==> src/rtl/fc_sched.sv <==
// rtl/fc_sched.sv - fully-connected layer sequencer: weight load, accumulator clear, N_W MAC beats, result handoff
module fc_sched #(
   parameter int N_W     = 16,
   parameter int TIMEOUT = 255
) (
   input  logic       clk,
   input  logic       rst,
   input  logic       start,
   input  logic       reload,
   output logic       load,
   input  logic       load_done,
   input  logic       in_valid,
   output logic       in_ready,
   output logic [3:0] w_sel,
   output logic       mac_clr,
   output logic       mac_en,
   output logic       out_valid,
   input  logic       out_ready,
   output logic       busy,
   output logic       done,
   output logic       err
);

   localparam logic [3:0] LAST_BEAT = 4'(N_W - 1);
   localparam logic [7:0] TMO_LIMIT = 8'(TIMEOUT);

   typedef enum logic [2:0] {
      S_IDLE    = 3'd0,
      S_LOAD    = 3'd1,
      S_WAIT_LD = 3'd2,
      S_CLR     = 3'd3,
      S_RUN     = 3'd4,
      S_OUT     = 3'd5
   } state_t;

   state_t     state_q, state_d;
   logic [3:0] cnt_q, cnt_d;
   logic [7:0] tmo_q, tmo_d;
   logic       wv_q, wv_d;
   logic       err_q, err_d;
   logic [7:0] tmo_inc;

   assign tmo_inc = tmo_q + 8'd1;

   // State and bookkeeping registers; reset drops everything back to a cold IDLE
   always_ff @(posedge clk or negedge rst) begin
      if (!rst) begin
         state_q <= S_IDLE;
         cnt_q   <= 4'd0;
         tmo_q   <= 8'd0;
         wv_q    <= 1'b0;
         err_q   <= 1'b0;
      end else begin
         state_q <= state_d;
         cnt_q   <= cnt_d;
         tmo_q   <= tmo_d;
         wv_q    <= wv_d;
         err_q   <= err_d;
      end
   end

   // Next-state logic, including beat counter, load timeout and weights-valid tracking
   always_comb begin
      state_d = state_q;
      cnt_d   = cnt_q;
      tmo_d   = tmo_q;
      wv_d    = wv_q;
      err_d   = err_q;
      case (state_q)
         S_IDLE: begin
            if (start) begin
               err_d   = 1'b0;
               state_d = (!wv_q || reload) ? S_LOAD : S_CLR;
            end
         end
         S_LOAD: begin
            tmo_d   = 8'd0;
            state_d = S_WAIT_LD;
         end
         S_WAIT_LD: begin
            if (load_done) begin
               wv_d    = 1'b1;
               state_d = S_CLR;
            end else begin
               tmo_d = tmo_inc;
               // Give up once the loader has had TIMEOUT cycles; weights keep their old validity
               if (tmo_inc == TMO_LIMIT) begin
                  err_d   = 1'b1;
                  state_d = S_IDLE;
               end
            end
         end
         S_CLR: begin
            cnt_d   = 4'd0;
            state_d = S_RUN;
         end
         S_RUN: begin
            if (in_valid) begin
               // Last beat leaves cnt parked at N_W-1 rather than wrapping
               if (cnt_q == LAST_BEAT) begin
                  state_d = S_OUT;
               end else begin
                  cnt_d = cnt_q + 4'd1;
               end
            end
         end
         S_OUT: begin
            if (out_ready) begin
               state_d = S_IDLE;
            end
         end
         default: begin
            state_d = S_IDLE;
         end
      endcase
   end

   // Output decode; all strobes are zero outside the state that owns them
   always_comb begin
      load      = 1'b0;
      mac_clr   = 1'b0;
      in_ready  = 1'b0;
      mac_en    = 1'b0;
      w_sel     = 4'd0;
      out_valid = 1'b0;
      done      = 1'b0;
      busy      = (state_q != S_IDLE);
      err       = err_q;
      case (state_q)
         S_LOAD: begin
            load = 1'b1;
         end
         S_CLR: begin
            mac_clr = 1'b1;
         end
         S_RUN: begin
            in_ready = 1'b1;
            w_sel    = cnt_q;
            mac_en   = in_valid;
         end
         S_OUT: begin
            out_valid = 1'b1;
            done      = out_ready;
         end
         default: begin
         end
      endcase
   end

endmodule

==> config.mk <==
export PLATFORM = sky130hd
export DESIGN_NAME = fc_sched
export DESIGN_NICKNAME = d
export VERILOG_FILES = /design/src/rtl/fc_sched.sv
export SDC_FILE = /design/constraint.sdc
export NUM_CORES = 1
export LEC_CHECK = 0
export CAP_MARGIN = 0
export CORE_MARGIN = 1
export CORE_UTILIZATION = 55
export DETAILED_ROUTE_END_ITERATION = 12
export PLACE_DENSITY = 0.88
export SLEW_MARGIN = 15
export SYNTH_ARGS = -nofsm -noshare
export SYNTH_HDL_FRONTEND = slang
export SYNTH_SLANG_ARGS = --single-unit
export TNS_END_PERCENT = 10
==> constraint.sdc <==
create_clock -name clk -period 3.3 [get_ports clk]
set_clock_uncertainty 0.05 [all_clocks]
set_input_delay 0.66 -clock clk [delete_from_list [all_inputs] [get_ports clk]]
set_output_delay 0.66 -clock clk [all_outputs]
set_load 0.005 [all_outputs]
# Word-level counts from Yosys, hierarchy flattened
# Index checks and enable logic that the tools add are counted.
word_totals:
  input_bits: 7
  ff_bits: 17
  out_inout_bits: 12
  elab_cells: 58
classes:
  eq_ne: 15
  reduce_logical: 12
  addsub: 2
  mux: 24
ops:
  columns: ["op", "count"]
  rows:
  - ["3-bit 2-to-1 mux", 6]
  - ["3-bit case mux with 6 select lines", 1]
  - ["8-bit case mux with 2 select lines", 1]
  - ["2-bit inequality test (second input constant)", 7]
  - ["4-bit 2-to-1 mux", 3]
  - ["1-bit 2-to-1 mux", 9]
  - ["8-bit by 1-bit adder with 8-bit output (second input constant)", 1]
  - ["8-bit == test (second input constant)", 1]
  - ["8-bit 2-to-1 mux", 1]
  - ["4-bit case mux with 2 select lines", 1]
  - ["3-bit by 2-bit == test with 1-bit output (second input constant)", 2]
  - ["3-bit == test (second input constant)", 2]
  - ["2-bit nonzero test", 3]
  - ["5-bit AND reduction", 1]
  - ["4-bit by 1-bit adder with 4-bit output (second input constant)", 1]
  - ["4-bit == test (second input constant)", 1]
  - ["2-bit AND reduction", 2]
  - ["4-bit AND reduction", 1]
  - ["3-bit by 1-bit == test with 1-bit output (second input constant)", 1]
  - ["3-bit logical NOT", 1]
  - ["3-bit inequality test (second input constant)", 1]
  - ["3-bit AND reduction", 1]
  - ["3-bit nonzero test", 1]
  - ["2-bit 2-to-1 mux", 1]
  - ["other kinds (3)", 3]

# Logic depth before layout (Yosys ltp)
# Gate-level depths: netlist of run 1.
logic_depth:
  word_depth: 5
  depth_mapped: 8
  ltp_nobuf: 7

# Worst setup path after synthesis of run 1
# OpenSTA, ideal clock, no wires.
synth_path:
  path_kind: "input port to flip-flop"
  startpoint: "in in_valid"
  endpoint: "reg state_q[0]"
  required_ns: 3.125
  stages: 5
  setup_slack_ns: 1.633
  setup_ns: 0.125
  arrival_time_ns: 1.492
  n_path_buf: 0
  cell_sequence: "nand2_1 > o21ai_0 > o22a_1 > o21ai_0 > mux2_2"
synth_between:
  elab_chain_len: 2
synth_lines:
  columns: ["element", "line", "source"]
  rows:
  - ["start, declared", "12", "input logic in_valid,"]
  - ["2-bit inequality test (no line)", null, null]
  - ["5-bit AND reduction (no line)", null, null]
  - ["end signal, assigned", "54", "state_q <= state_d;"]
  - ["end, declared", "36", "state_t state_q, state_d;"]
# No other way between the ends.
# A chain may end at the register's enable or synchronous reset.

# Worst setup path after layout of run 1
layout_path:
  startpoint: "reg state_q[1]"
  endpoint: "out mac_en"
layout_between:
  elab_chain_len: 2
layout_lines:
  columns: ["element", "line", "source"]
  rows:
  - ["3-bit == test", "129", "case (state_q)"]
  - ["1-bit 2-to-1 mux", "129", null]
  - ["end, declared", "16", "output logic mac_en,"]
# No other way between the ends.

==> impl_results.md, run 1 <==
* Result of the run: complete, no violations
* Die height at 46.7 um
* Sort of element at the start of the critical path: register
* Fraction of registers with async set or reset after synthesis at 100%
* Post-synthesis average cell area at about 8.9 um^2
* Cts-stage hold buffer count at 0
* Number of buffers created by CTS at 3
* Critical path capture point type: output port
* Antenna Diode Count at 0
* Maximum level of the CTS H-tree at 1
* Top FF cell, synth: sky130_fd_sc_hd__dfrtp_1
* Routability congestion estimate at around 0.85
* Number of cells produced by synthesis at 124
* Fmax at ~380 MHz
* Number of placement rows at 15
* Post-synthesis sequential element count at 17
* Initial cell density of the core at 61.1%
* Final Hold Vio Count at 0
* RSZ-0062 raised after global routing: false
* Total net switching power at 0.000295 W
* Detail-routed via count per cell at 5.89
* Crit path arrival time at 1.93 ns
* Post-CTS Setup Repair Bufs at 0
* Routed via count at 983
* WP data required at 2.59 ns
* Combinational group share of total power at 42.0%
* Sum of negative setup slack at 0 ns
* Maximum cell stage delay along the critical path at roughly 0.54 ns
* Clk buf depth at 2
* Core ar. at 1800 um^2
* DP Area at 1280 um^2
* Final critical path time including I/O delays and setup at around 2.6 ns
* Final setup violation count at 0
* Power share of the clock group at 14.8%
* Mean routed wirelength per cell at 13.9 um
* Total internal power at 0.000458 W
* Synth Net Count at 134
* Final cycle utilization of the critical path at 79.9%
* Post-route DRC at 0
* VDD IR-drop max at 386 uV
* Power per Cell Area at 578 nW/um^2
* Leakage Power at 0.553 nW
* Fin nets at between 150 and 200
* Critical path start-end classification: reg2out
* Layout fillers at roughly 140
* Number of port buffers at 18
* Horiz. Die Dim at 46.7 um
* Fraction of final layout cells sized beyond drive strength 1 at roughly 8.5%
* Relative max-transition margin at between 40 and 50%
* Sequential share of power at 43.2%
* ANT nets after route at 0
* Commonest non-fill, non-tap cells in the layout: 18 x sky130_fd_sc_hd__nand2_1, 18 x sky130_fd_sc_hd__o21ai_0, 18 x sky130_fd_sc_hd__clkdlybuf4s50_1, 17 x sky130_fd_sc_hd__dfrtp_1
* Clk sinks at 17
* Synthesized area at 1100 um^2
* Critical Path Slowest Stage Cell: sky130_fd_sc_hd__dfrtp_1
* Worst-margin pin slew at around 0.76 ns
* Switching power share of the total at 39.2%
* Cell count of the worst hold path at 1
* Crit-path max FO at 10
* Class of the most critical hold timing path: reg2reg
* Reg2Reg Depth at 7
* Clock tree root buffer cell: sky130_fd_sc_hd__clkbuf_4
* Post-Route WL at 2.33 mm
* Cts repair resizes at 0
* Pins over their slew limit at 0
* Number of global-route vias before repair at 829
* CTS tree: yes
* Global-route wire length before repair at 3.68 mm
* Number of distinct standard cells referenced by the synthesized netlist at 43
* Warnings from Yosys at 0
* Initial antenna violation count at 0
* Clock-pin transition on the worst setup and hold timing paths at 0.10 ns
* Share of the yosys chip area belonging to registers at 38.6%
* Number of flops mapped to enable cells by yosys at 0
* Cell Chain, Critical Path: nor2_4 > nand2_2 > clkinv_2 > and2_1 > clkdlybuf4s50_1
* Maximum number of pins on one net before global-route repair at 18
* Detailed Place HPWL at 1.71 mm
* Layout overhead on the synthesized area at 18.4%
* First DRT Iteration DRCs at 36
* Num ports at 19
* Number of optimization iterations in the first detailed-route pass at 4
* Post-route design area at 1300 um^2
* Total congestion overflow at 0
* Total die area at 2180 um^2
* GRT Total Usage at 24.1%
* Number of max-cap violations at 0
* Clock insertion delay at the later pin of the skew report at 0.29 ns
[state kept, by name, indices dropped and copies added, names as in the netlist]
register / cells
cnt_q: 4
wv_q: 1
state_q: 3
err: 1
tmo_q: 8
[kinds of logic (layout without fill, tap and decap cells)]
group           count (synthesis)  count (layout)  share of synthesized area [%]
xor+xnor                        1               1                          0.796
mux                             1               1                           1.02
compound gates                 36              36                           21.5
fa+ha+maj                       3               3                           3.41
simple gates                   57              57                           29.3
buf+inv                         9              27                           5.34
flops                          17              17                           38.6
[final cells by class]
| type | count | area (um^2) | share of cell area (%) |
|---|---|---|---|
| multi-input cells | 98 | 617 | 47.3 |
| flip-flops and latches | 17 | 425 | 32.6 |
| repair buffers | 19 | 188 | 14.4 |
| well taps | 25 | 31.3 | 2.40 |
| clock buffers | 4 | 26.3 | 2.02 |
| inverters | 4 | 16.3 | 1.25 |
[layer usage]
metal  up-vias  wire (um)  track usage (%)
li1        490          -                -
met1       463       1070             32.9
met2        28       1130             38.3
met3         2        110             5.77
met4         0         12             6.86
met5         -          0                0
[per-stage QoR]
step,std cells,utilization [%],setup WS [ns],hold slack [ns],total power [W]
after global placement,163,70.9,0.716,0.418,0.000629
after global routing,167,72.4,0.566,0.490,0.000812
after CTS,167,72.4,0.677,0.452,0.000758
final,167,72.4,0.663,0.458,0.000753
after floorplan,124,-,1.63,0.314,0.000548
after detailed placement,163,70.9,0.683,0.425,0.000644
[Yosys cell counts (2+ instances only)]
master / count / area [um^2]
sky130_fd_sc_hd__and2_1: 7 / 43.8
sky130_fd_sc_hd__nand3_1: 7 / 35.0
sky130_fd_sc_hd__nor3b_1: 2 / 15.0
sky130_fd_sc_hd__ha_1: 3 / 37.5
sky130_fd_sc_hd__nand2b_1: 4 / 25.0
sky130_fd_sc_hd__and3_1: 2 / 12.5
sky130_fd_sc_hd__o21ai_0: 18 / 90.1
sky130_fd_sc_hd__o31ai_1: 2 / 15.0
sky130_fd_sc_hd__o41ai_1: 2 / 17.5
sky130_fd_sc_hd__o211ai_1: 2 / 15.0
sky130_fd_sc_hd__a21oi_1: 2 / 10.0
sky130_fd_sc_hd__nand3b_1: 2 / 15.0
sky130_fd_sc_hd__buf_6: 3 / 33.8
sky130_fd_sc_hd__nor2_1: 4 / 15.0
sky130_fd_sc_hd__inv_1: 3 / 11.3
sky130_fd_sc_hd__dfrtp_1: 17 / 425
sky130_fd_sc_hd__nand2_1: 18 / 67.6
[critical path: cells and delay by family, from the launching register on]
family,cells,cell delay (ns)
buffers and inverters,2,0.64
flip-flops,1,0.54
AND/OR/NAND/NOR,3,0.46
[power by group through the flow]
stage	Sequential [W]	Combinational (W)	Clock, W
floorplan	0.000281	0.000267	0
global route	0.000334	0.000354	0.000124
global placement	0.000325	0.000304	0
CTS	0.000324	0.000319	0.000115
detailed placement	0.000327	0.000316	0
finish	0.000326	0.000316	0.000111
[path summary, 6_finish.rpt]
| check | from | end | slack (ns) |
|---|---|---|---|
| min reg2reg | wv_q | wv_q | 0.46 |
| max | state_q[1] | mac_en | 0.66 |
| max reg2reg | state_q[1] | cnt_q[3] | 1.46 |
| max in group asynchronous | rst | cnt_q[1] | 1.96 |
| min | wv_q | wv_q | 0.46 |
| min in group asynchronous | rst | state_q[2] | 0.75 |
No activity file was read; power rests on OpenSTA's default activity.
==> run 2, diff against run 1 <==
Settings changed: CORE_UTILIZATION 55 to 46, PLACE_DENSITY 0.88 to 0.79.
Clock period 3.3 ns to 2.15 ns, I/O delays scaled along.
==> impl_results.md, run 2 (synthesized netlist as in run 1, its figures left out) <==
* Final critical path time including I/O delays and setup at 2.08 ns
* Clock tree root buffer cell: sky130_fd_sc_hd__clkbuf_4
* Clock-pin transition on the worst setup and hold timing paths at 0.10 ns
* Final Hold Vio Count at 0
* Result of the run: complete, no violations
* Number of max-cap violations at 0
* Biggest register: tmo_q
* First DRT Iteration DRCs at 28
* Biggest regs: tmo_q (8), cnt_q (4), state_q (3)
* Number of buffers created by CTS at 3
* Leakage Power at about 0.73 nW
* Grt peak-use layer: met2
* Flop2flop setup slack at 0.42 ns
* WP data required at about 1.7 ns
* Number of placement rows at 17
* Fin nets at 164
* Clk buf depth at 2
* Worst setup path start: state_q[1]
* Source of the worst register-to-register timing path: state_q[0]
* Total die area at 2590 um^2
* Post-route design area at 1420 um^2
* Relative max-transition margin at between 60% and 70%
* DP Area at 1310 um^2
* Number of global-route vias before repair at 968
* Clk sinks at 17
* VDD IR-drop max at about 480 uV
* Layout overhead on the synthesized area at 28.9%
* Num ports at 19
* Crit path arrival time at about 1.6 ns
* Fmax at 481 MHz
* Worst-margin pin slew at 0.508 ns
* Post-Route WL at 2.54 mm
* Met1 GRT Util at about a quarter
* Global-route wire length before repair at 4.11 mm
* Post-route DRC at 0
* Final cycle utilization of the critical path at between 90% and 100%
* Routed via count at between 1,000 and 1,500
* Maximum number of pins on one net before global-route repair at 18
* Number of optimization iterations in the first detailed-route pass at 4
* Commonest non-fill, non-tap cells in the layout: 18 x sky130_fd_sc_hd__nand2_1, 18 x sky130_fd_sc_hd__o21ai_0, 14 x sky130_fd_sc_hd__dfrtp_1, 12 x sky130_fd_sc_hd__buf_4, 9 x sky130_fd_sc_hd__clkdlybuf4s50_1
* Reg2Reg Depth at 6
* Number of port buffers at 18
* Capturing instance or port of the critical path: out_valid
* Detailed Place HPWL at 1.84 mm
* Core ar. at between 2000 and 2500 um^2
* CTS tree: yes
* Critical path capture point type: output port
* Power per Cell Area at 906 nW/um^2
* Critical path start-end classification: reg2out
* Met3 Resource Use GR at 3.57%
* Layout fillers at 175
* Post-layout worst setup margin at about 0.070 ns
* Initial cell density of the core at 49.3%
* Count of placed standard cells in the final layout, fillers left out at 181
* Mean routed wirelength per cell at approximately 14 um
* ANT nets after route at 0
* GR Layer Usage met2 at between 30% and 40%
* Minimum setup slack after placement at around 0.095 ns
* Maximum level of the CTS H-tree at 1
* Initial antenna violation count at 0
* GRT Total Usage at 21.0%
* Sort of element at the start of the critical path: register
* Power Total at around 0.0013 W
* Final setup violation count at 0
* Class of the most critical hold timing path: in2async
* Clock insertion delay at the later pin of the skew report at 0.28 ns
* Die height at 50.9 um
* Fraction of final layout cells sized beyond drive strength 1 at 18.3%
* Worst flop-to-flop path endpoint: tmo_q[2]
* Crit-path max FO at 3
* Horiz. Die Dim at 50.9 um
* Pins over their slew limit at 0
* Antenna Diode Count at 0
* Detail-routed via count per cell at 5.78
* # placed instances at 170
* RSZ-0062 raised after global routing: false
* Routability congestion estimate at between 0.8 and 0.9
* Max FFs per register at 8
* Total congestion overflow at 0
[run 2: cell types whose count changed in the layout (fill, tap and decap cells not counted), sizes merged]
| cell | previous run | this run |
|---|---|---|
| buf | 1 | 12 |
| clkdlybuf4s50 | 18 | 9 |
| dlygate4sd2 | 0 | 3 |
| dlymetal6s2s | 0 | 6 |
[run 2: what timing repair did]
item                                    CTS  global route
pin swaps                                 1             1
gates cloned                              0             0
endpoints found under the setup margin   10             6
gates resized for setup                  10             6
hold endpoints to repair                  0             0
hold buffers                              0             0
setup buffers                             4             3
[run 2: worst min path at each step]
stage | start | to | cells past startpoint
finish | rst | state_q[0] | 2
global route | rst | state_q[2] | 2
CTS | rst | state_q[2] | 2
detailed placement | wv_q | wv_q | 1
global placement | wv_q | wv_q | 1
floorplan | rst | cnt_q[0] | 0
[run 2: layout make-up]
| cell class | count | area [um^2] | area share (%) |
|---|---|---|---|
| Clock buffer | 4 | 26.3 | 1.85 |
| Tap cell | 28 | 35.0 | 2.47 |
| Timing Repair Buffer | 30 | 282 | 19.8 |
| Inverter | 4 | 20.0 | 1.41 |
| Multi-Input combinational cell | 98 | 627 | 44.2 |
| Sequential cell | 17 | 429 | 30.2 |
[run 2: report_power, final]
group	switching (W)	total (W)	internal, W
Sequential	0.0000840	0.000466	0.000382
Clock	0.0000934	0.000165	0.0000719
Combinational	0.000313	0.000654	0.000342
[run 2: metrics by stage]
step	setup TNS [ns]	hold WS [ns]	util [%]
after floorplan	0	0.0844	-
after global placement	0	0.414	58.7
after detailed placement	0	0.436	58.7
after CTS	-0.0272	0.408	61.8
after global routing	0	0.437	63.5
final	0	0.408	63.5
[run 2: metal layers]
layer | vias up | wire length [um]
li1 | 509 | -
met1 | 504 | 1160
met2 | 31 | 1240
met3 | 2 | 124
met4 | 0 | 14
met5 | - | 0
[run 2: critical path, stage by stage (launching register included)]
cell                              delay, ns
sky130_fd_sc_hd__dfrtp_2               0.45
sky130_fd_sc_hd__buf_4                 0.15
sky130_fd_sc_hd__and3b_1               0.22
sky130_fd_sc_hd__clkdlybuf4s50_1       0.50
==> run 3, diff against run 2 <==
Settings changed: TNS_END_PERCENT 10 to 50.
==> impl_results.md, run 3 (synthesized netlist as in run 1, its figures left out) <==
* Core ar. at 2230 um^2
* CTS tree: yes
* Clock insertion delay at the later pin of the skew report at 0.28 ns
* Total congestion overflow at 0
* Detail Route met2 WL at 1.30 mm
* Clk buf depth at 2
* Total die area at 2590 um^2
* Class of the most critical hold timing path: in2async
* Post-route DRC at 0
* Flop2flop setup slack at 0.39 ns
* Routed via count at about 1,100
* # placed instances at 170
* Final cycle utilization of the critical path at 99.2%
* Top routing layer used: met4
* Clk sinks at 17
* Antenna Diode Count at 0
* Die height at 50.9 um
* WP data required at 1.67 ns
* Crit-path max FO at 5
* ANT nets after route at 0
* Clock-pin transition on the worst setup and hold timing paths at 0.10 ns
* Global-route wire length before repair at 4.23 mm
* Relative max-transition margin at 66.5%
* Detail-routed via count per cell at 5.81
* Source of the worst register-to-register timing path: state_q[2]
* Crit path arrival time at 1.65 ns
* RSZ-0062 raised after global routing: true
* Routed wire length on met3 at 110 um
* Final Hold Vio Count at 0
* Count of placed standard cells in the final layout, fillers left out at ~190
* Biggest register: tmo_q
* Maximum number of pins on one net before global-route repair at 18
* Result of the run: complete, no violations
* Number of optimization iterations in the first detailed-route pass at 4
* Biggest regs: tmo_q (8), cnt_q (4), state_q (3)
* Leakage Power at between 0.7 and 0.8 nW
* Initial cell density of the core at 49.3%
* Max FFs per register at 8
* Mean routed wirelength per cell at around 14 um
* Maximum level of the CTS H-tree at 1
* Num ports at 19
* Commonest non-fill, non-tap cells in the layout: 18 x sky130_fd_sc_hd__nand2_1, 18 x sky130_fd_sc_hd__o21ai_0, 16 x sky130_fd_sc_hd__buf_4, 14 x sky130_fd_sc_hd__dfrtp_1, 11 x sky130_fd_sc_hd__clkdlybuf4s50_1
* Initial antenna violation count at 0
* Number of buffers created by CTS at 3
* Worst setup path start: state_q[1]
* Routability congestion estimate at 0.848
* Final setup violation count at 0
* Layout overhead on the synthesized area at 33.4%
* Power Total at 0.00135 W
* Met1 wire length at 1.21 mm
* Post-Route WL at 2.66 mm
* GRT Total Usage at approximately 22%
* Reg2Reg Depth at 6
* Number of global-route vias before repair at 982
* Final critical path time including I/O delays and setup at ~2.1 ns
* Post-layout worst setup margin at 0.0172 ns
* Worst-margin pin slew at 0.501 ns
* Horiz. Die Dim at 50.9 um
* Cts-stage hold buffer count at 0
* Critical path capture point type: output port
* Detailed Place HPWL at roughly 1.8 mm
* Power per Cell Area at ~920 nW/um^2
* VDD IR-drop max at between 500 and 600 uV
* Minimum setup slack after placement at 0.0946 ns
* Number of max-cap violations at 0
* Fmax at 469 MHz
* Fin nets at 170
* Number of placement rows at 17
* Clock tree root buffer cell: sky130_fd_sc_hd__clkbuf_4
* Fraction of final layout cells sized beyond drive strength 1 at 20.8%
* Sort of element at the start of the critical path: register
* First DRT Iteration DRCs at 32
* Pins over their slew limit at 0
* Number of port buffers at 18
* Critical path start-end classification: reg2out
* Worst flop-to-flop path endpoint: state_q[0]
run 3: how the worst max path moves through the flow:
stage / slack (ns) / cells after the start / endpoint
after floorplan: 0.54 / 6 / tmo_q[3]
after detailed placement: 0.09 / 3 / mac_en
after global placement: 0.10 / 3 / mac_en
after CTS: 0.0004 / 5 / mac_en
after global routing: -0.05 / 5 / w_sel[1]
final: 0.02 / 5 / w_sel[1]
run 3: layer usage:
layer / vias up / GRT usage, %
met3: 5 / 3.57
met5: - / 0
li1: 520 / -
met1: 526 / 27.3
met2: 36 / 37.9
met4: 0 / 6.02
run 3: critical path: stages (launching register included):
cell                              delay (ns)
sky130_fd_sc_hd__dfrtp_2                0.46
sky130_fd_sc_hd__nor2_4                 0.15
sky130_fd_sc_hd__nand2_4                0.09
sky130_fd_sc_hd__clkinv_4               0.06
sky130_fd_sc_hd__and2_1                 0.11
sky130_fd_sc_hd__clkdlybuf4s50_1        0.50
run 3: cell type report:
type / count / area [um^2]
sequential: 17 / 429
timing repair inverter: 1 / 5.00
clock buffer: 4 / 26.3
timing repair buffer: 35 / 327
fill: 163 / 764
multi-input combinational: 98 / 627
tap: 28 / 35.0
inverter: 4 / 20.0
run 3: through the flow:
stage	TNS [ns]	hold slack, ns	util (%)	area (um^2)
6_report	0	0.406	65.8	1470
5_1_grt	-0.0702	0.437	65.8	1470
4_1_cts	0	0.408	63.2	1410
3_5_place_dp	0	0.436	58.7	1310
3_3_place_gp	0	0.414	58.7	1310
2_1_floorplan	0	0.0844	-	1100
run 3: what timing repair did:
action / in CTS / in global routing
resized for setup: 8 / 6
setup buffers: 7 / 5
cloned: 1 / 0
pin swaps: 1 / 2
endpoints found under the setup margin: 10 / 8
run 3: power by group:
| group | switching (W) | internal [W] |
|---|---|---|
| combinational | 0.000337 | 0.000384 |
| clock | 0.0000938 | 0.0000719 |
| sequential | 0.0000776 | 0.000382 |
